--- src/rtl/fixed_pkg.sv ---
// Shared signed Q8.8 fixed-point definitions for the divider and the shift-add multiplier.
package fixed_pkg;
  localparam int WIDTH = 16;
  localparam int FRAC  = 8;
  localparam int ITER  = WIDTH + FRAC;

  // Value of one LSB, used only when printing results as reals.
  localparam real SF = 1.0 / 256.0;

  localparam logic [WIDTH-1:0] Q_MAX     = 16'h7FFF;
  localparam logic [WIDTH-1:0] Q_MIN_SAT = 16'h8001;

  typedef enum logic [1:0] {IDLE, CALC, FIX} state_t;
endpackage

--- src/rtl/fixed_abs.sv ---
// Two's-complement to unsigned magnitude; the most negative input maps to 2^(W-1) without loss.
module fixed_abs #(
  parameter int W = 16
) (
  input  logic [W-1:0] a_i,
  output logic [W-1:0] mag_o
);
  assign mag_o = a_i[W-1] ? (~a_i + 1'b1) : a_i;
endmodule

--- src/rtl/fixed_divider.sv ---
// Sequential radix-2 restoring divider for signed Q8.8, strobe-in/strobe-out, fixed latency.
// Define ROUND_NEAREST_EN for round-half-away-from-zero (one extra iteration); default truncates.
module fixed_divider #(
  parameter int WIDTH = fixed_pkg::WIDTH,
  parameter int FRAC  = fixed_pkg::FRAC
) (
  input  logic             clk,
  input  logic             rst,
  input  logic [WIDTH-1:0] dividend,
  input  logic [WIDTH-1:0] divisor,
  input  logic             in_stb,
  output logic             busy,
  output logic [WIDTH-1:0] quot,
  output logic             out_stb,
  output logic             ovf,
  output logic             dz
);
  import fixed_pkg::*;

`ifdef ROUND_NEAREST_EN
  localparam int SHIFT = FRAC + 1;
`else
  localparam int SHIFT = FRAC;
`endif
  localparam int NB = WIDTH + SHIFT;
  localparam int CW = $clog2(NB);
  localparam logic [CW-1:0]    LAST    = CW'(NB - 1);
  localparam logic [WIDTH-1:0] MAG_MAX = {1'b0, {(WIDTH-1){1'b1}}};

  state_t           state_q;
  logic             sign_q, zdiv_q, busy_q, out_stb_q, ovf_q, dz_q;
  logic [WIDTH-1:0] dvsr_q, rem_q, quot_q;
  logic [NB-1:0]    num_q, quo_q;
  logic [CW-1:0]    cnt_q;

  logic [WIDTH-1:0] abs_dvd, abs_dvs;
  logic [WIDTH:0]   rem_sh;
  logic             take;
  logic [WIDTH-1:0] rem_d, mag, quot_d;
  logic [NB-1:0]    mag_full;
  logic             sat;

  fixed_abs #(.W(WIDTH)) u_abs_dvd (.a_i(dividend), .mag_o(abs_dvd));
  fixed_abs #(.W(WIDTH)) u_abs_dvs (.a_i(divisor),  .mag_o(abs_dvs));

  always_comb begin
    rem_sh = {rem_q, num_q[NB-1]};
    take   = rem_sh >= {1'b0, dvsr_q};
    // Remainder stays below the divisor, so the top bit is dropped safely; with a zero divisor it is don't-care.
    rem_d  = take ? WIDTH'(rem_sh - {1'b0, dvsr_q}) : rem_sh[WIDTH-1:0];
`ifdef ROUND_NEAREST_EN
    mag_full = {1'b0, quo_q[NB-1:1]} + NB'(quo_q[0]);
`else
    mag_full = quo_q;
`endif
    sat    = zdiv_q || (mag_full > {{(NB-WIDTH){1'b0}}, MAG_MAX});
    mag    = sat ? MAG_MAX : mag_full[WIDTH-1:0];
    quot_d = sign_q ? -mag : mag;
  end

  always_ff @(posedge clk) begin
    if (rst) begin
      state_q   <= IDLE;
      sign_q    <= 1'b0;
      zdiv_q    <= 1'b0;
      busy_q    <= 1'b0;
      out_stb_q <= 1'b0;
      ovf_q     <= 1'b0;
      dz_q      <= 1'b0;
      dvsr_q    <= '0;
      rem_q     <= '0;
      quot_q    <= '0;
      num_q     <= '0;
      quo_q     <= '0;
      cnt_q     <= '0;
    end else begin
      out_stb_q <= 1'b0;
      case (state_q)
        IDLE: begin
          if (in_stb) begin
            sign_q  <= dividend[WIDTH-1] ^ divisor[WIDTH-1];
            dvsr_q  <= abs_dvs;
            zdiv_q  <= (divisor == '0);
            num_q   <= {abs_dvd, {SHIFT{1'b0}}};
            rem_q   <= '0;
            quo_q   <= '0;
            cnt_q   <= '0;
            busy_q  <= 1'b1;
            state_q <= CALC;
          end
        end
        CALC: begin
          rem_q <= rem_d;
          num_q <= num_q << 1;
          quo_q <= {quo_q[NB-2:0], take};
          cnt_q <= cnt_q + CW'(1);
          if (cnt_q == LAST) state_q <= FIX;
        end
        FIX: begin
          quot_q    <= quot_d;
          ovf_q     <= sat;
          dz_q      <= zdiv_q;
          out_stb_q <= 1'b1;
          busy_q    <= 1'b0;
          state_q   <= IDLE;
        end
        default: state_q <= IDLE;
      endcase
    end
  end

  assign busy    = busy_q;
  assign quot    = quot_q;
  assign out_stb = out_stb_q;
  assign ovf     = ovf_q;
  assign dz      = dz_q;
endmodule

--- config.mk ---
export PLATFORM = sky130hd
export DESIGN_NAME = fixed_divider
export DESIGN_NICKNAME = d
export VERILOG_FILES = /design/src/rtl/fixed_pkg.sv /design/src/rtl/fixed_abs.sv /design/src/rtl/fixed_divider.sv
export SDC_FILE = /design/constraint.sdc
export NUM_CORES = 1
export LEC_CHECK = 0
export CAP_MARGIN = 20
export CORE_ASPECT_RATIO = 0.9
export CORE_MARGIN = 4
export CORE_UTILIZATION = 44
export CTS_BUF_LIST = sky130_fd_sc_hd__clkbuf_2 sky130_fd_sc_hd__clkbuf_4 sky130_fd_sc_hd__clkbuf_8
export DETAILED_ROUTE_END_ITERATION = 6
export DONT_BUFFER_PORTS = 1
export HOLD_SLACK_MARGIN = 0.15
export SETUP_SLACK_MARGIN = 0.3
export SYNTH_ARGS = -nofsm -noshare
export SYNTH_HDL_FRONTEND = slang
export SYNTH_SLANG_ARGS = --single-unit
--- constraint.sdc ---
create_clock -name clk -period 3.1 [get_ports clk]
set_input_delay 0.465 -clock clk [delete_from_list [all_inputs] [get_ports clk]]
set_output_delay 0.465 -clock clk [all_outputs]
set_load 0.05 [all_outputs]
* After elaboration in Yosys (flattened, before gate mapping)
Cells that the tools add are included.
Cells by class: $add $sub $neg 5, $lt $le $gt $ge 2, eq/ne operators 5, mux-type cells 19, bitwise operators 3, reduce and logical (&&, ||, !) cells 9
Operator list (count):
- $mux W16 | 6
- $pmux W24 S2 | 2
- $mux W24 | 2
- $add A16 B1 Y16 const B | 2
- $not A16 Y16 | 2
- $pmux W16 S2 | 1
- $gt A24 B15 Y1 const B | 1
- $ge A17 B16 Y1 | 1
- $logic_not A16 Y1 | 1
- $neg A16 Y16 | 1
- $sub A16 B16 Y16 | 1
- $pmux W5 S2 | 1
- $reduce_and A2 Y1 | 4
- $add A5 B1 Y5 const B | 1
- $eq A5 B5 Y1 const B | 1
- $mux W5 | 1
- $mux W2 | 2
- $ne A2 B2 Y1 const B | 2
- $pmux W2 S2 | 1
- $reduce_bool A2 Y1 | 2
- $eq A2 B1 Y1 const B | 1
- $eq A2 B2 Y1 const B | 1
- $logic_not A2 Y1 | 1
- $mux W1 | 2
- other kinds (3) | 3
Word-level totals: flip-flop bits (word level) 109, output and inout bits 20, word-level logic and storage cells 56

* Depth between registers and ports, before layout
depth in word-level cells 5, gate-level depth with buffers 11

* Cells and area by module
Synthesis repeated with hierarchy kept, for this count alone.
Unflattened totals: cell total of the unflattened synthesis 673, area total of the unflattened synthesis 5581.6 um2
By module, submodules not included:
- fixed_divider | times used 1, cells an instance 577, area each 4850.9 um2, seq. area each 2021.9 um2
- fixed_abs | times used 2, cells an instance 48, area each 365.4 um2, seq. area each 0.0 um2

* Worst setup path after synthesis
Ideal clock, no wire load.
kind reg-to-reg, from register quo_q[21] (netlist: mag_full[21]), to register quot_q[14] (netlist: quot[14]), library setup time 0.124 ns, data arrival time 2.265 ns, slack 0.711 ns, stages on the path, launching flop included 12, path buffers 1, clock period less this slack 2.389 ns, cells stage by stage dfxtp_1 > nor4_2 > nand3_4 > clkbuf_1 > nor2_1 > ha_1 > nand2_1 > o41ai_4 > and2_1 > nand2_1 > xor2_1 > o21ai_1
Between the ends: word-level cells in the longest chain between the ends 5
RTL lines:
- start: declaration | line fixed_divider.sv:33 | logic [NB-1:0] num_q, quo_q;
- start signal: assignment | line fixed_divider.sv:95 | quo_q <= {quo_q[NB-2:0], take};
- $gt A24 B15 Y1 * | line fixed_divider.sv:56 | sat = zdiv_q || (mag_full > {{(NB-WIDTH){1'b0}}, MAG_MAX});
- $logic_or A1 B1 Y1 * | line fixed_divider.sv:56
- $mux W16 * | line fixed_divider.sv:57 | mag = sat ? MAG_MAX : mag_full[WIDTH-1:0];
- $neg A16 Y16 | line fixed_divider.sv:58 | quot_d = sign_q ? -mag : mag;
- $mux W16 * | line fixed_divider.sv:58
- end signal: assignment | line fixed_divider.sv:100 | quot_q <= quot_d;
- end: declaration | line fixed_divider.sv:32 | logic [WIDTH-1:0] dvsr_q, rem_q, quot_q;
Mark *: on every way between the ends. The rest lies on a longest branch, timed or not. A chain may end at the register's enable or synchronous reset.

* Final worst setup path
from register dvsr_q[12], to register rem_q[5]
Between the ends: word-level cells in the longest chain between the ends 3
RTL lines:
- start: declaration | line fixed_divider.sv:32
- start signal: assignment | line fixed_divider.sv:82 | dvsr_q <= abs_dvs;
- $ge A17 B16 Y1 | line fixed_divider.sv:48 | take = rem_sh >= {1'b0, dvsr_q};
- $mux W16 | line fixed_divider.sv:50 | rem_d = take ? WIDTH'(rem_sh - {1'b0, dvsr_q}) : rem_sh[WIDTH-1:0];
- $pmux W16 S2 | line fixed_divider.sv:78 | case (state_q)
- end signal: assignment | line fixed_divider.sv:93 | rem_q <= rem_d;
- end: declaration | line fixed_divider.sv:32
Every way passes these cells.

==> reports/results.ini <==
[clock_tree]
clock_tree_from_tritoncts=yes
cts_max_level=3
path_clk_slew_ps=90
tritoncts_num_sinks=101
cts_root_buffer=sky130_fd_sc_hd__clkbuf_8
cts_max_path_buffers=2
cts_inserted_buffers=9
insertion_delay_ps=380
cts_post_setup_buffers_inserted=0

[power]
cellLeakagePower_nw=2.19
clock_power_share_pct=28.7
p_per_area_nw_per_um2=547
cellInternalPower_mw=2.14
sw_share_pct=31.6
fraction_of_power_consumed_by_sequential_logic_pct=45.7
worst_ir_drop_vdd_uv=307
p_comb_share_pct=25.6
p_sw_mw=0.991

[global_route]
grt_pass1_vias=4226
grt_max_degree=42
grt_pass1_wl_um=20700
global_route.overflow_total=0
grt_antenna_before_repair=0
grt_util_all_layers_pct=17.5

[yosys]
syn-num-nets=684
netlist_area_um2=5370
synth-warning-count=0
postSynthCellCount=628
ys.flop_type=sky130_fd_sc_hd__dfxtp_1
netlist_top_cells_area=sky130_fd_sc_hd__dfxtp_1 38%, sky130_fd_sc_hd__a22o_1 5.5%, sky130_fd_sc_hd__nor2_1 5.0%
synth_edf_count=0
yosysMostFrequentCell=sky130_fd_sc_hd__dfxtp_1
yosys.area.top_type=sky130_fd_sc_hd__dfxtp_1
number_of_flip_flops_and_latches_in_the_synthesized_netlist=101
yosys_cell_types=63
fraction_of_registers_with_async_set_or_reset_after_synthesis_pct=0
synth-seq-area-share_pct=37.6
synthTopCellsByCount=101 x sky130_fd_sc_hd__dfxtp_1, 71 x sky130_fd_sc_hd__nor2_1, 52 x sky130_fd_sc_hd__nand2_1
syn-mean-instance-area_um2=8.56
synth_largest_type_area_fraction_pct=37.6

[route]
drc=0
route.vias.total=4352
post_drt_wl_per_cell_um=15.2
route.antenna.remaining_nets=0
detail_route.first_pass.iterations=5
postRouteWirelength_um=11900
drt-vias-per-instance=5.57
drtIter0Drc=297

[sta]
fin_crit_ps=2510
fin_crit_sh_pct=81.1
final-hold-violation-count=0
grt_setup_unrepaired=false
finalSetupTns_ps=0
slew_headroom_pct=40.7
finClkSkew_ps=13.8
drv_slew=0
setup_viol=0
max_fclk_mhz=398
tightest_slew_ps=889

[final_layout]
n_fill_cell=1182
multi_input_area_um2=3100
antenna-diode-count=0
num-nets-final=672
area_growth_syn_to_fin_pct=6.47
final_layout_size_suffix_gt1_share_pct=7.09
post-route-cell-area_um2=5720
regArea_um2=2020

[floorplanning]
floorplan.die.height_um=113
die_area_um2=14000
core_region_area_um2=12000
num_rows=38
die_x_um=124
ios=55
initial_utilization_pct=44.8

[run_status]
status=finished, final reports clean

[critical_path]
crit_slowest_cell=sky130_fd_sc_hd__and2_1
path_buf_inv=1
crit_arrival_ps=2810
crit_path_start_kind=flip-flop
timing.critical_path.slowest_cell_delay_ps=480
path_cells=inv_1, ha_1, a21oi_1, o21ai_0, a221oi_1, a31o_2, and2_1, a22oi_1, o21ai_0
worst_path_dominant_cell_family=compound AO/OA/AOI/OAI gates
cp_data_required_time_ps=3400
cp_max_fo=12
end_kind=flip-flop
critical_path_class=flip-flop to flip-flop
cp_common_cell=sky130_fd_sc_hd__o21ai_0

[placed_design]
final_hpwl_from_detailed_placement_um=8460
placement.cell_area_um2=5480
io_buffer_count=0
finalWeightedCongestion=0.822

[min_path]
hold_class=input port to flip-flop

[job]
drv.max_cap_violation_count=0

-- power by group through the flow --
stage                     Sequential, mW  Combinational, mW  Clock, mW
after floorplan                     1.44              0.658          0
after global placement              1.46              0.758          0
after detailed placement            1.46              0.782          0
after CTS                           1.43              0.795      0.931
after global routing                1.44              0.907      0.981
final                               1.43              0.802      0.897
-- worst paths after layout --
kind	startpoint	endpoint	slack [ps]	cells after the start
worst max-delay path	dvsr_q[12]$_SDFFE_PP0P_	rem_q[5]$_SDFFE_PP0P_	590	9
worst min-delay path	dividend[0]	num_q[8]$_SDFFE_PP0P_	210	2
worst min register to register	num_q[8]$_SDFFE_PP0P_	num_q[8]$_SDFFE_PP0P_	480	2
worst max register to register	dvsr_q[12]$_SDFFE_PP0P_	rem_q[5]$_SDFFE_PP0P_	590	9
-- through the flow --
step / std cells / hold WS (ps) / utilization [%] / setup WS [ps] / power [mW]
global placement: 763 / 459 / 45.7 / 577 / 2.22
finish: 781 / 213 / 47.7 / 587 / 3.13
floorplan: 628 / 441 / - / 711 / 2.10
detailed placement: 763 / 463 / 45.7 / 501 / 2.24
global route: 781 / 197 / 47.7 / 305 / 3.33
CTS: 780 / 188 / 47.7 / 459 / 3.16
-- repair_timing --
| item | CTS | global route |
|---|---|---|
| hold buffers | 1 | 0 |
| gates resized for setup | 0 | 1 |
| setup endpoints to repair | 0 | 3 |
| endpoints found under the hold margin | 39 | 0 |
-- layer usage --
layer  vias up  part of all wire (%)  wire (um)  GRT usage (%)
li1       2260                     -          -              -
met1      2001                    49       5840           23.5
met2        86                    45       5340           27.6
met3         5                   5.2        618           5.29
met4         0                  0.76         90           4.46
met5         -                     0          0              0
-- cells in the final DEF, fill, tap and decap left out, types with 4 or more instances in the layout --
cell type,n
sky130_fd_sc_hd__xor2_1,20
sky130_fd_sc_hd__nor3_1,8
sky130_fd_sc_hd__mux2i_1,5
sky130_fd_sc_hd__nand3_1,8
sky130_fd_sc_hd__inv_1,30
sky130_fd_sc_hd__a221oi_1,4
sky130_fd_sc_hd__a211oi_1,18
sky130_fd_sc_hd__clkbuf_8,11
sky130_fd_sc_hd__nand2_1,52
sky130_fd_sc_hd__o31ai_1,6
sky130_fd_sc_hd__dfxtp_1,101
sky130_fd_sc_hd__a22o_1,34
sky130_fd_sc_hd__nand2b_1,8
sky130_fd_sc_hd__nor2_1,71
sky130_fd_sc_hd__or2_2,7
sky130_fd_sc_hd__ha_1,20
sky130_fd_sc_hd__o21a_1,4
sky130_fd_sc_hd__o22ai_1,11
sky130_fd_sc_hd__a21oi_1,36
sky130_fd_sc_hd__o21ai_0,37
sky130_fd_sc_hd__buf_4,6
sky130_fd_sc_hd__o41ai_1,4
sky130_fd_sc_hd__or3_1,6
sky130_fd_sc_hd__a22oi_1,22
sky130_fd_sc_hd__nor2b_1,7
sky130_fd_sc_hd__xnor2_1,18
-- layout make-up --
class	count	share of cell area, %
Sequential cell	101	35.3
Clock inverter	4	0.962
Multi-Input combinational cell	466	54.1
Inverter	30	1.97
Tap cell	160	3.50
Clock buffer	12	2.78
Timing Repair Buffer	8	1.33
-- flip-flops by register name (all words and copies together), names as in the netlist, 2 cells and up --
signal / cells
quot: 16
rem_q: 16
state_q: 2
cnt_q: 5
dvsr_q: 16
num_q: 16
mag_full: 24
-- kinds of logic (layout without fill, tap and decap cells) --
| kind of cell | count (synthesis) | count (layout) | synth area share, % |
|---|---|---|---|
| AO/OA/AOI/OAI | 204 | 204 | 26.9 |
| XOR/XNOR | 38 | 38 | 6.19 |
| adder cells (fa/ha/maj) | 21 | 21 | 5.03 |
| buffers and inverters | 61 | 54 | 4.98 |
| flip-flops | 101 | 101 | 37.6 |
| multiplexers | 5 | 5 | 0.932 |
| AND/OR/NAND/NOR | 198 | 198 | 18.4 |
Power figures use the tool's default switching activity.
